**src/rtl/csi2_packet_decoder_if.sv**
```systemverilog
// csi2_packet_decoder_if
// Bundles the lane-aligned input word stream and the decoded outputs of
// csi2_packet_decoder.
//   lane_valid, lane_data       : aligned word from the byte aligner (byte i = lane i)
//   mipi_data_enable, mipi_data : forwarded payload word to the frame arbiter
//   frame_start .. line_end     : sync pulses
//   header_error, truncated,
//   crc_error                   : error pulses
// Modports: master = stream source / sink side, slave = decoder side.
interface csi2_packet_decoder_if;
   logic            lane_valid;
   logic [0:3][7:0] lane_data;
   logic            mipi_data_enable;
   logic [0:3][7:0] mipi_data;
   logic            frame_start;
   logic            frame_end;
   logic            line_start;
   logic            line_end;
   logic            header_error;
   logic            truncated;
   logic            crc_error;

   modport master (
      output lane_valid, lane_data,
      input  mipi_data_enable, mipi_data, frame_start, frame_end, line_start,
             line_end, header_error, truncated, crc_error
   );

   modport slave (
      input  lane_valid, lane_data,
      output mipi_data_enable, mipi_data, frame_start, frame_end, line_start,
             line_end, header_error, truncated, crc_error
   );
endinterface

```
**src/rtl/csi2_packet_decoder.sv**
```systemverilog
// csi2_packet_decoder
// Parses CSI-2 short and long packets from 4-lane aligned byte words, forwards
// the payload of the selected image long packets and reports sync / error pulses.
// All outputs are registered, 1 cycle latency from input word.
// Ports:
//   mipi_clk : clock, all logic on posedge
//   reset    : synchronous, active-high
//   csi      : csi2_packet_decoder_if.slave (input word stream, decoded outputs)
// Parameters:
//   VIRTUAL_CHANNEL : VC acted on
//   DATA_TYPE       : long-packet data type forwarded
// Build option:
//   CSI2_CRC_CHECK_EN : when defined, payload CRC-16 is checked and reported on
//                       crc_error; otherwise the CRC word is skipped and
//                       crc_error is tied low.
//
// state   | meaning
// IDLE    | waiting for a packet header word
// PAYLOAD | counting (and optionally forwarding) long-packet payload words
// CRC     | next valid word carries the packet CRC
// DRAIN   | packet done, ignore filler until lane_valid drops
module csi2_packet_decoder #(
   parameter logic [1:0] VIRTUAL_CHANNEL = 2'd0,
   parameter logic [5:0] DATA_TYPE       = 6'h2A
) (
   input logic                  mipi_clk,
   input logic                  reset,
   csi2_packet_decoder_if.slave csi
);

   typedef enum logic [1:0] {IDLE, PAYLOAD, CRC, DRAIN} state_t;

   // CSI-2 header Hamming parity, one mask per parity bit over {WC, DI}
   function automatic logic [5:0] ecc_calc(input logic [23:0] d);
      logic [5:0] p;
      p[0] = ^(d & 24'hF12CB7);
      p[1] = ^(d & 24'hF2555B);
      p[2] = ^(d & 24'h749A6D);
      p[3] = ^(d & 24'hB8E38E);
      p[4] = ^(d & 24'hDF03F0);
      p[5] = ^(d & 24'hEFFC00);
      return p;
   endfunction

   state_t          state_q, state_d;
   logic [13:0]     count_q, count_d;
   logic            fwd_q, fwd_d;
   logic            en_q, en_d;
   logic [0:3][7:0] data_q, data_d;
   logic            fs_q, fs_d, fe_q, fe_d, ls_q, ls_d, le_q, le_d;
   logic            herr_q, herr_d, trunc_q, trunc_d;

   logic [7:0]      di;
   logic [15:0]     wc;
   logic [7:0]      ecc;
   logic            vc_match;
   logic            ecc_ok;

   assign di       = csi.lane_data[0];
   assign wc       = {csi.lane_data[2], csi.lane_data[1]};
   assign ecc      = csi.lane_data[3];
   assign vc_match = (di[7:6] == VIRTUAL_CHANNEL);
   assign ecc_ok   = (ecc[7:6] == 2'b00) && (ecc[5:0] == ecc_calc({wc, di}));

`ifdef CSI2_CRC_CHECK_EN
   // CRC-16, poly 0x1021 reflected, LSB of each byte first, bytes in stream order
   function automatic logic [15:0] crc_word(input logic [15:0] c_in,
                                            input logic [0:3][7:0] w);
      logic [15:0] c;
      c = c_in;
      for (int b = 0; b < 4; b++) begin
         for (int i = 0; i < 8; i++) begin
            if (c[0] ^ w[b][i]) c = (c >> 1) ^ 16'h8408;
            else                c = c >> 1;
         end
      end
      return c;
   endfunction

   logic [15:0] crc_q, crc_d;
   logic        crc_err_q, crc_err_d;
`endif

   always_comb begin
      state_d = state_q;
      count_d = count_q;
      fwd_d   = fwd_q;
      en_d    = 1'b0;
      data_d  = data_q;
      fs_d    = 1'b0;
      fe_d    = 1'b0;
      ls_d    = 1'b0;
      le_d    = 1'b0;
      herr_d  = 1'b0;
      trunc_d = 1'b0;
`ifdef CSI2_CRC_CHECK_EN
      crc_d     = crc_q;
      crc_err_d = 1'b0;
`endif
      case (state_q)
         IDLE: begin
            if (csi.lane_valid) begin
               state_d = DRAIN;
               if (!ecc_ok) begin
                  herr_d = 1'b1;
               end else if (di[5:0] <= 6'h0F) begin
                  if (vc_match) begin
                     case (di[5:0])
                        6'h00:   fs_d = 1'b1;
                        6'h01:   fe_d = 1'b1;
                        6'h02:   ls_d = 1'b1;
                        6'h03:   le_d = 1'b1;
                        default: ;
                     endcase
                  end
               end else if ((wc == 16'd0) || (wc[1:0] != 2'b00)) begin
                  herr_d = 1'b1;
               end else begin
                  count_d = wc[15:2];
                  fwd_d   = vc_match && (di[5:0] == DATA_TYPE);
                  state_d = PAYLOAD;
`ifdef CSI2_CRC_CHECK_EN
                  crc_d   = 16'hFFFF;
`endif
               end
            end
         end
         PAYLOAD: begin
            if (!csi.lane_valid) begin
               trunc_d = 1'b1;
               state_d = IDLE;
            end else begin
               count_d = count_q - 14'd1;
               if (fwd_q) begin
                  en_d   = 1'b1;
                  data_d = csi.lane_data;
               end
`ifdef CSI2_CRC_CHECK_EN
               crc_d = crc_word(crc_q, csi.lane_data);
`endif
               if (count_q == 14'd1) state_d = CRC;
            end
         end
         CRC: begin
            // CRC lasts exactly one cycle, so this lands one cycle after the last payload word
            le_d = fwd_q;
            if (!csi.lane_valid) begin
               trunc_d = 1'b1;
               state_d = IDLE;
            end else begin
`ifdef CSI2_CRC_CHECK_EN
               crc_err_d = ({csi.lane_data[1], csi.lane_data[0]} != crc_q);
`endif
               state_d = DRAIN;
            end
         end
         DRAIN: begin
            if (!csi.lane_valid) state_d = IDLE;
         end
         default: state_d = IDLE;
      endcase
   end

   always_ff @(posedge mipi_clk) begin
      if (reset) begin
         state_q <= IDLE;
         count_q <= '0;
         fwd_q   <= 1'b0;
         en_q    <= 1'b0;
         data_q  <= '0;
         fs_q    <= 1'b0;
         fe_q    <= 1'b0;
         ls_q    <= 1'b0;
         le_q    <= 1'b0;
         herr_q  <= 1'b0;
         trunc_q <= 1'b0;
      end else begin
         state_q <= state_d;
         count_q <= count_d;
         fwd_q   <= fwd_d;
         en_q    <= en_d;
         data_q  <= data_d;
         fs_q    <= fs_d;
         fe_q    <= fe_d;
         ls_q    <= ls_d;
         le_q    <= le_d;
         herr_q  <= herr_d;
         trunc_q <= trunc_d;
      end
   end

`ifdef CSI2_CRC_CHECK_EN
   always_ff @(posedge mipi_clk) begin
      if (reset) begin
         crc_q     <= 16'hFFFF;
         crc_err_q <= 1'b0;
      end else begin
         crc_q     <= crc_d;
         crc_err_q <= crc_err_d;
      end
   end
   assign csi.crc_error = crc_err_q;
`else
   assign csi.crc_error = 1'b0;
`endif

   assign csi.mipi_data_enable = en_q;
   assign csi.mipi_data        = data_q;
   assign csi.frame_start      = fs_q;
   assign csi.frame_end        = fe_q;
   assign csi.line_start       = ls_q;
   assign csi.line_end         = le_q;
   assign csi.header_error     = herr_q;
   assign csi.truncated        = trunc_q;

endmodule

```
**src/flat_wrapper.sv**
```systemverilog
// flat-port wrapper written by rule: the top's interface ports become plain ports
module csi2_packet_decoder_flat 
#(
   parameter logic [1:0] VIRTUAL_CHANNEL = 2'd0,
   parameter logic [5:0] DATA_TYPE       = 6'h2A
)
  (mipi_clk, reset, csi_lane_valid, csi_lane_data, csi_mipi_data_enable, csi_mipi_data, csi_frame_start, csi_frame_end, csi_line_start, csi_line_end, csi_header_error, csi_truncated, csi_crc_error);
  csi2_packet_decoder_if csi_i ();
  input logic mipi_clk;
  input logic reset;
  input wire logic [$bits(csi_i.lane_valid)-1:0] csi_lane_valid;
  input wire logic [$bits(csi_i.lane_data)-1:0] csi_lane_data;
  output wire logic [$bits(csi_i.mipi_data_enable)-1:0] csi_mipi_data_enable;
  output wire logic [$bits(csi_i.mipi_data)-1:0] csi_mipi_data;
  output wire logic [$bits(csi_i.frame_start)-1:0] csi_frame_start;
  output wire logic [$bits(csi_i.frame_end)-1:0] csi_frame_end;
  output wire logic [$bits(csi_i.line_start)-1:0] csi_line_start;
  output wire logic [$bits(csi_i.line_end)-1:0] csi_line_end;
  output wire logic [$bits(csi_i.header_error)-1:0] csi_header_error;
  output wire logic [$bits(csi_i.truncated)-1:0] csi_truncated;
  output wire logic [$bits(csi_i.crc_error)-1:0] csi_crc_error;
  assign csi_i.lane_valid = csi_lane_valid;
  assign csi_i.lane_data = csi_lane_data;
  assign csi_mipi_data_enable = csi_i.mipi_data_enable;
  assign csi_mipi_data = csi_i.mipi_data;
  assign csi_frame_start = csi_i.frame_start;
  assign csi_frame_end = csi_i.frame_end;
  assign csi_line_start = csi_i.line_start;
  assign csi_line_end = csi_i.line_end;
  assign csi_header_error = csi_i.header_error;
  assign csi_truncated = csi_i.truncated;
  assign csi_crc_error = csi_i.crc_error;
  csi2_packet_decoder #(.VIRTUAL_CHANNEL(VIRTUAL_CHANNEL), .DATA_TYPE(DATA_TYPE)) u_core (.mipi_clk(mipi_clk), .reset(reset), .csi(csi_i));
endmodule
```
**config.mk**
```make
export PLATFORM = sky130hd
export DESIGN_NAME = csi2_packet_decoder_flat
export DESIGN_NICKNAME = d
export VERILOG_FILES = /design/src/rtl/csi2_packet_decoder_if.sv /design/src/rtl/csi2_packet_decoder.sv /design/src/flat_wrapper.sv
export SDC_FILE = /design/constraint.sdc
export NUM_CORES = 1
export LEC_CHECK = 0
export ABC_AREA = 1
export CAP_MARGIN = 20
export CORE_ASPECT_RATIO = 1.2
export CORE_UTILIZATION = 43
export CTS_CLUSTER_DIAMETER = 80
export DETAILED_ROUTE_END_ITERATION = 16
export GPL_TIMING_DRIVEN = 0
export PLACE_DENSITY = 0.68
export SYNTH_ARGS = -nofsm -noshare
export SYNTH_HDL_FRONTEND = slang
export SYNTH_SLANG_ARGS = --single-unit
```
**constraint.sdc**
```tcl
create_clock -name mipi_clk -period 2.9 [get_ports mipi_clk]
set_clock_uncertainty 0.15 [all_clocks]
set_input_delay 0.58 -clock mipi_clk [delete_from_list [all_inputs] [get_ports mipi_clk]]
set_output_delay 0.58 -clock mipi_clk [all_outputs]
set_load 0.02 [all_outputs]
```
Yosys cells after proc, flatten, opt, wreduce, memory -nomap -nowiden --
Cells that the tools add are included.
Word-level totals: register bits after elaboration 56, bits of input ports 35, output and inout bits 40
Cells by class: add/subtract/negate cells 1, $lt $le $gt $ge 1, equal/unequal tests 16, multiplexer cells 29, bitwise operators 8, reductions and logical operators 25
Operators with widths (count):
- 24-bit parity | 6
- 14-bit two-way mux | 5
- 14-bit one-hot mux with 2 select lines | 1
- 16-bit zero test | 1
- 2-bit two-way mux | 8
- 14-bit by 1-bit equality test with 1-bit output, second input constant | 1
- 14-bit by 1-bit subtractor with 14-bit output, second input constant | 1
- 1-bit two-way mux | 13
- 6-bit by 2-bit equality test with 1-bit output, second input constant | 2
- 2-bit inequality test, second input constant | 5
- 1-bit inverter | 8
- 2-bit one-hot mux with 4 select lines | 1
- 6-bit by 1-bit equality test with 1-bit output, second input constant | 1
- 6-bit equality test | 1
- 6-bit equality test, second input constant | 1
- 6-bit by 4-bit less-or-equal comparator with 1-bit output, second input constant | 1
- 2-bit zero test | 3
- 6-bit zero test | 1
- 3-bit AND reduction | 2
- 6-bit AND reduction | 1
- 3-bit OR reduction | 2
- 6-bit OR reduction | 1
- 5-bit AND reduction | 1
- 2-bit equality test, second input constant | 2
- other kinds (8) | 11

Logic depth before layout (Yosys ltp) --
depth in word-level cells 7, mapped depth 20, mapped depth without buffers 19

Worst setup path after synthesis --
Ideal clock, no wire load.
path type input-to-reg, start input port csi_lane_data[14], end register u_core.count_q[10], arrival 2.203 ns, data required time 2.637 ns, setup slack 0.434 ns, stages 20, cells stage by stage inv_1 > ha_1 > buf_6 > nand2_2 > inv_1 > nor2_2 > nand2_1 > nand2_1 > nand2_1 > nand3_1 > nand2_1 > inv_1 > nand2_1 > nor2_1 > nand2_1 > nand2_1 > nand3_1 > buf_2 > nor2_1 > nor2_1
Between the ends: longest elaborated chain between the ends 5
RTL lines:
- start, declared | RTL line flat_wrapper.sv:12 | input wire logic [$bits(csi_i.lane_data)-1:0] csi_lane_data;
- 24-bit parity (on tied branches)
- 6-bit equality test | RTL line csi2_packet_decoder.sv:63 | assign ecc_ok = (ecc[7:6] == 2'b00) && (ecc[5:0] == ecc_calc({wc, di}));
- 1-bit logical AND | RTL line csi2_packet_decoder.sv:63
- 2-bit by 1-bit inequality test with 1-bit output (no line)
- 6-bit AND reduction (no line) *
- end signal, assigned | RTL line csi2_packet_decoder.sv:179 | count_q <= count_d;
- end, declared | RTL line csi2_packet_decoder.sv:46 | logic [13:0] count_q, count_d;
Every way passes the cells marked *; elsewhere a longest branch is shown, timed or not. A chain may end at the register's enable or synchronous reset.

Worst setup path after layout --
start input port csi_lane_data[23], end register u_core.count_q[8]
Between the ends: longest elaborated chain between the ends 5
RTL lines (RTL line):
- 24-bit parity (on tied branches) | csi2_packet_decoder.sv:38, csi2_packet_decoder.sv:39, csi2_packet_decoder.sv:41
- 6-bit equality test | csi2_packet_decoder.sv:63
- 1-bit logical AND | csi2_packet_decoder.sv:63
- 2-bit by 1-bit inequality test with 1-bit output (no line)
- 6-bit AND reduction (no line) *
Marked as above.

==> results.json <==
{
  "status": "finished, final reports clean",
  "rsz0062_at_grt": "false",
  "clock_latency_ps": 320,
  "cts_buffers": 5,
  "p_clk_share_pct": 18.5,
  "grt_pass1_vias": 4181,
  "cts_buffer_depth": 2,
  "synth.avg_cell_area_um2": 6.00,
  "ys_seq_area_share_pct": 27.1,
  "hold_class": "reg -> reg",
  "p_sw_share_pct": 44.8,
  "rows": 38,
  "register_area_um2": 1120,
  "end_kind": "flop",
  "vdd_drop_max_mv": 0.300,
  "synth_area_leaders": "dfxtp_1 27%, nand2_1 23%, nand3_1 8.8%, ha_1 7.3%, inv_1 7.0%",
  "drive_above_1_share_pct": 10.1,
  "cts.sinks": 56,
  "arrival_ps": 2820,
  "synth_area_leader_cell": "dfxtp_1",
  "synth_common_cells": "253 x nand2_1, 77 x inv_1, 73 x nand3_1",
  "synth.most_common_cell": "nand2_1",
  "root_buffer": "clkbuf_8",
  "leakage_nw": 2.58,
  "required_ps": 3020,
  "syn_nets": 749,
  "netlist_area_um2": 4140,
  "die_x_um": 91.5,
  "netlist.area_leader.share_pct": 27.1,
  "wire_per_inst_um": 13.8,
  "num-nets-final": 830,
  "synth_cell_types": 32,
  "ys_dominant_reg_cell": "dfxtp_1",
  "routed_wl_mm": 12.3,
  "dpl.hpwl_mm": 9.82,
  "setup_violations": 0,
  "drc_errors": 0,
  "yosys_warnings": 0,
  "async_flop_share_pct": 0,
  "place.gp.congestion": 0.860,
  "grt_max_degree": 21,
  "grt_pass1_wl_mm": 19.8,
  "die_area_um2": 10000,
  "timing.final.ws_setup_ps": 203,
  "fin_crit_ps": 2700,
  "power.density_nw_per_um2": 512,
  "hold_ws_ps": 317,
  "pre_cts_slack_ps": -674,
  "overflow": 0,
  "p_int_mw": 1.45,
  "core_region_area_um2": 9180,
  "antenna_found_initial": 0,
  "tightest_slew_ps": 567,
  "viasPerCell": 5.01,
  "relSlewSlack_pct": 62.2,
  "drtPass1Iterations": 4,
  "fp.dieH_um": 109,
  "cts_tree": "done",
  "clk_pin_slew_ps": 110,
  "report.final.slew_viol_count": 0,
  "comb_power_share_pct": 48.6,
  "portBuffers": 73,
  "h-tree-depth": 2,
  "ant_nets": 0,
  "fin_setup_tns_ps": 0,
  "pwr-share-seq_pct": 32.9,
  "crit_fanout": 10,
  "diodes": 0,
  "drt_iter0_drc": 214,
  "netSwitchingPower_mw": 1.17,
  "cp-start-kind": "input pin",
  "ys_seq_elements": 56,
  "nFillCells": 923,
  "worst-setup-path-type": "in -> reg",
  "vias": 4468,
  "final_util_pct": 55.8,
  "cap_violations": 0,
  "synthCells": 690,
  "areaGrowthSynthToFinish_pct": 23.8,
  "ios": 75,
  "start_util_pct": 45.1,
  "max_freq_ghz": 0.371,
  "synth_edf_count": 0,
  "multi_input_area_um2": 2650,
  "grt_usage_pct": 25.1,
  "fin_crit_sh_pct": 93.0,
  "hold_viol_final": 0
}
placed cells by master, fill, tap and decap left out, drive strengths merged, types with 2 or more instances in the layout:
cell type,synthesis,final
a21oi,38,38
buf,7,8
clkbuf,16,37
clkdlybuf4s50,0,49
dfxtp,56,56
dlygate4sd2,0,5
dlymetal6s2s,0,2
ha,24,24
inv,87,90
nand2,261,261
nand3,83,83
nand4,6,6
nor2,63,63
nor3,3,3
o21ai,21,21
xnor2,9,9
xor2,7,7
power by group through the flow:
stage	sequential (mW)	clock, mW	combinational (mW)
2_1_floorplan	0.875	0	0.909
3_3_place_gp	0.877	0	1.21
3_5_place_dp	0.879	0	1.23
4_1_cts	0.862	0.499	1.26
5_1_grt	0.871	0.527	1.45
6_report	0.862	0.486	1.27
per-layer routing:
layer / track usage, % / vias up / wire (um) / part of all wire [%]
met5: 0 / - / 0 / 0
li1: - / 2316 / - / -
met4: 8.50 / 0 / 211 / 1.7
met2: 47.5 / 90 / 6490 / 53
met3: 3.46 / 17 / 478 / 3.9
met1: 28.9 / 2045 / 5130 / 42
cell type report:
cell class / instances / area share (%)
buffer: 23 / 2.39
clock buffer: 5 / 1.34
clock inverter: 3 / 0.562
inverter: 88 / 6.45
multi-input combinational: 523 / 51.6
sequential: 56 / 21.9
tap: 120 / 2.93
timing repair buffer: 74 / 12.8
sequential cells by signal, indices dropped and copies added (netlist names):
signal,count
u_core.csi.line_end,1
u_core.csi.truncated,1
u_core.csi.header_error,1
u_core.csi.frame_start,1
u_core.state_q,2
u_core.count_q,14
u_core.fwd_q,1
u_core.csi.mipi_data_enable,1
u_core.csi.line_start,1
u_core.csi.mipi_data,32
u_core.csi.frame_end,1
logic make-up after synthesis:
kind of cell / Yosys count / share of synthesized area, %
adder cells (fa/ha/maj): 24 / 7.26
other: 1 / 0.0906
flip-flops: 56 / 27.1
AND/OR/NAND/NOR: 419 / 43.5
buffers and inverters: 111 / 10.7
AO/OA/AOI/OAI: 63 / 7.83
XOR/XNOR: 16 / 3.57
worst paths after layout:
kind                       startpoint                        to  slack, ps  cells past startpoint
max                 csi_lane_data[23]         u_core.count_q[8]        200                     20
min          u_core.csi.mipi_data[29]  u_core.csi.mipi_data[29]        320                      2
max reg2reg         u_core.state_q[1]   u_core.csi.mipi_data[0]        690                      8
min reg2reg  u_core.csi.mipi_data[29]  u_core.csi.mipi_data[29]        320                      2
repair_timing:
item / 4_1_cts / 5_1_grt
resized for setup: 34 / 41
setup buffers: 1 / 0
pin swaps: 1 / 1
hold buffers: 0 / 0
endpoints found under the setup margin: 15 / 19
per-stage QoR:
stage	cell area [um2]	instances	total power, mW
floorplan	4140	690	1.78
global placement	5020	883	2.08
detailed placement	5020	883	2.11
CTS	5160	892	2.62
global route	5120	892	2.84
finish	5120	892	2.62
worst max-delay path: stages:
cell and delay (ps):
clkdlybuf4s15_1 310, inv_1 140, ha_4 320, inv_2 60
nand2_1 80, nand2_1 50, nand2_1 50, nand2_1 70
nand2_1 90, nand2_1 60, nand2_1 70, nand2_1 50
inv_1 50, nand3_1 100, nor2_4 210, nand3_4 130
buf_6 180, nand3_2 60, nand2_1 50, nor2_1 90
Note: power is estimated with default switching activity, not from simulation.
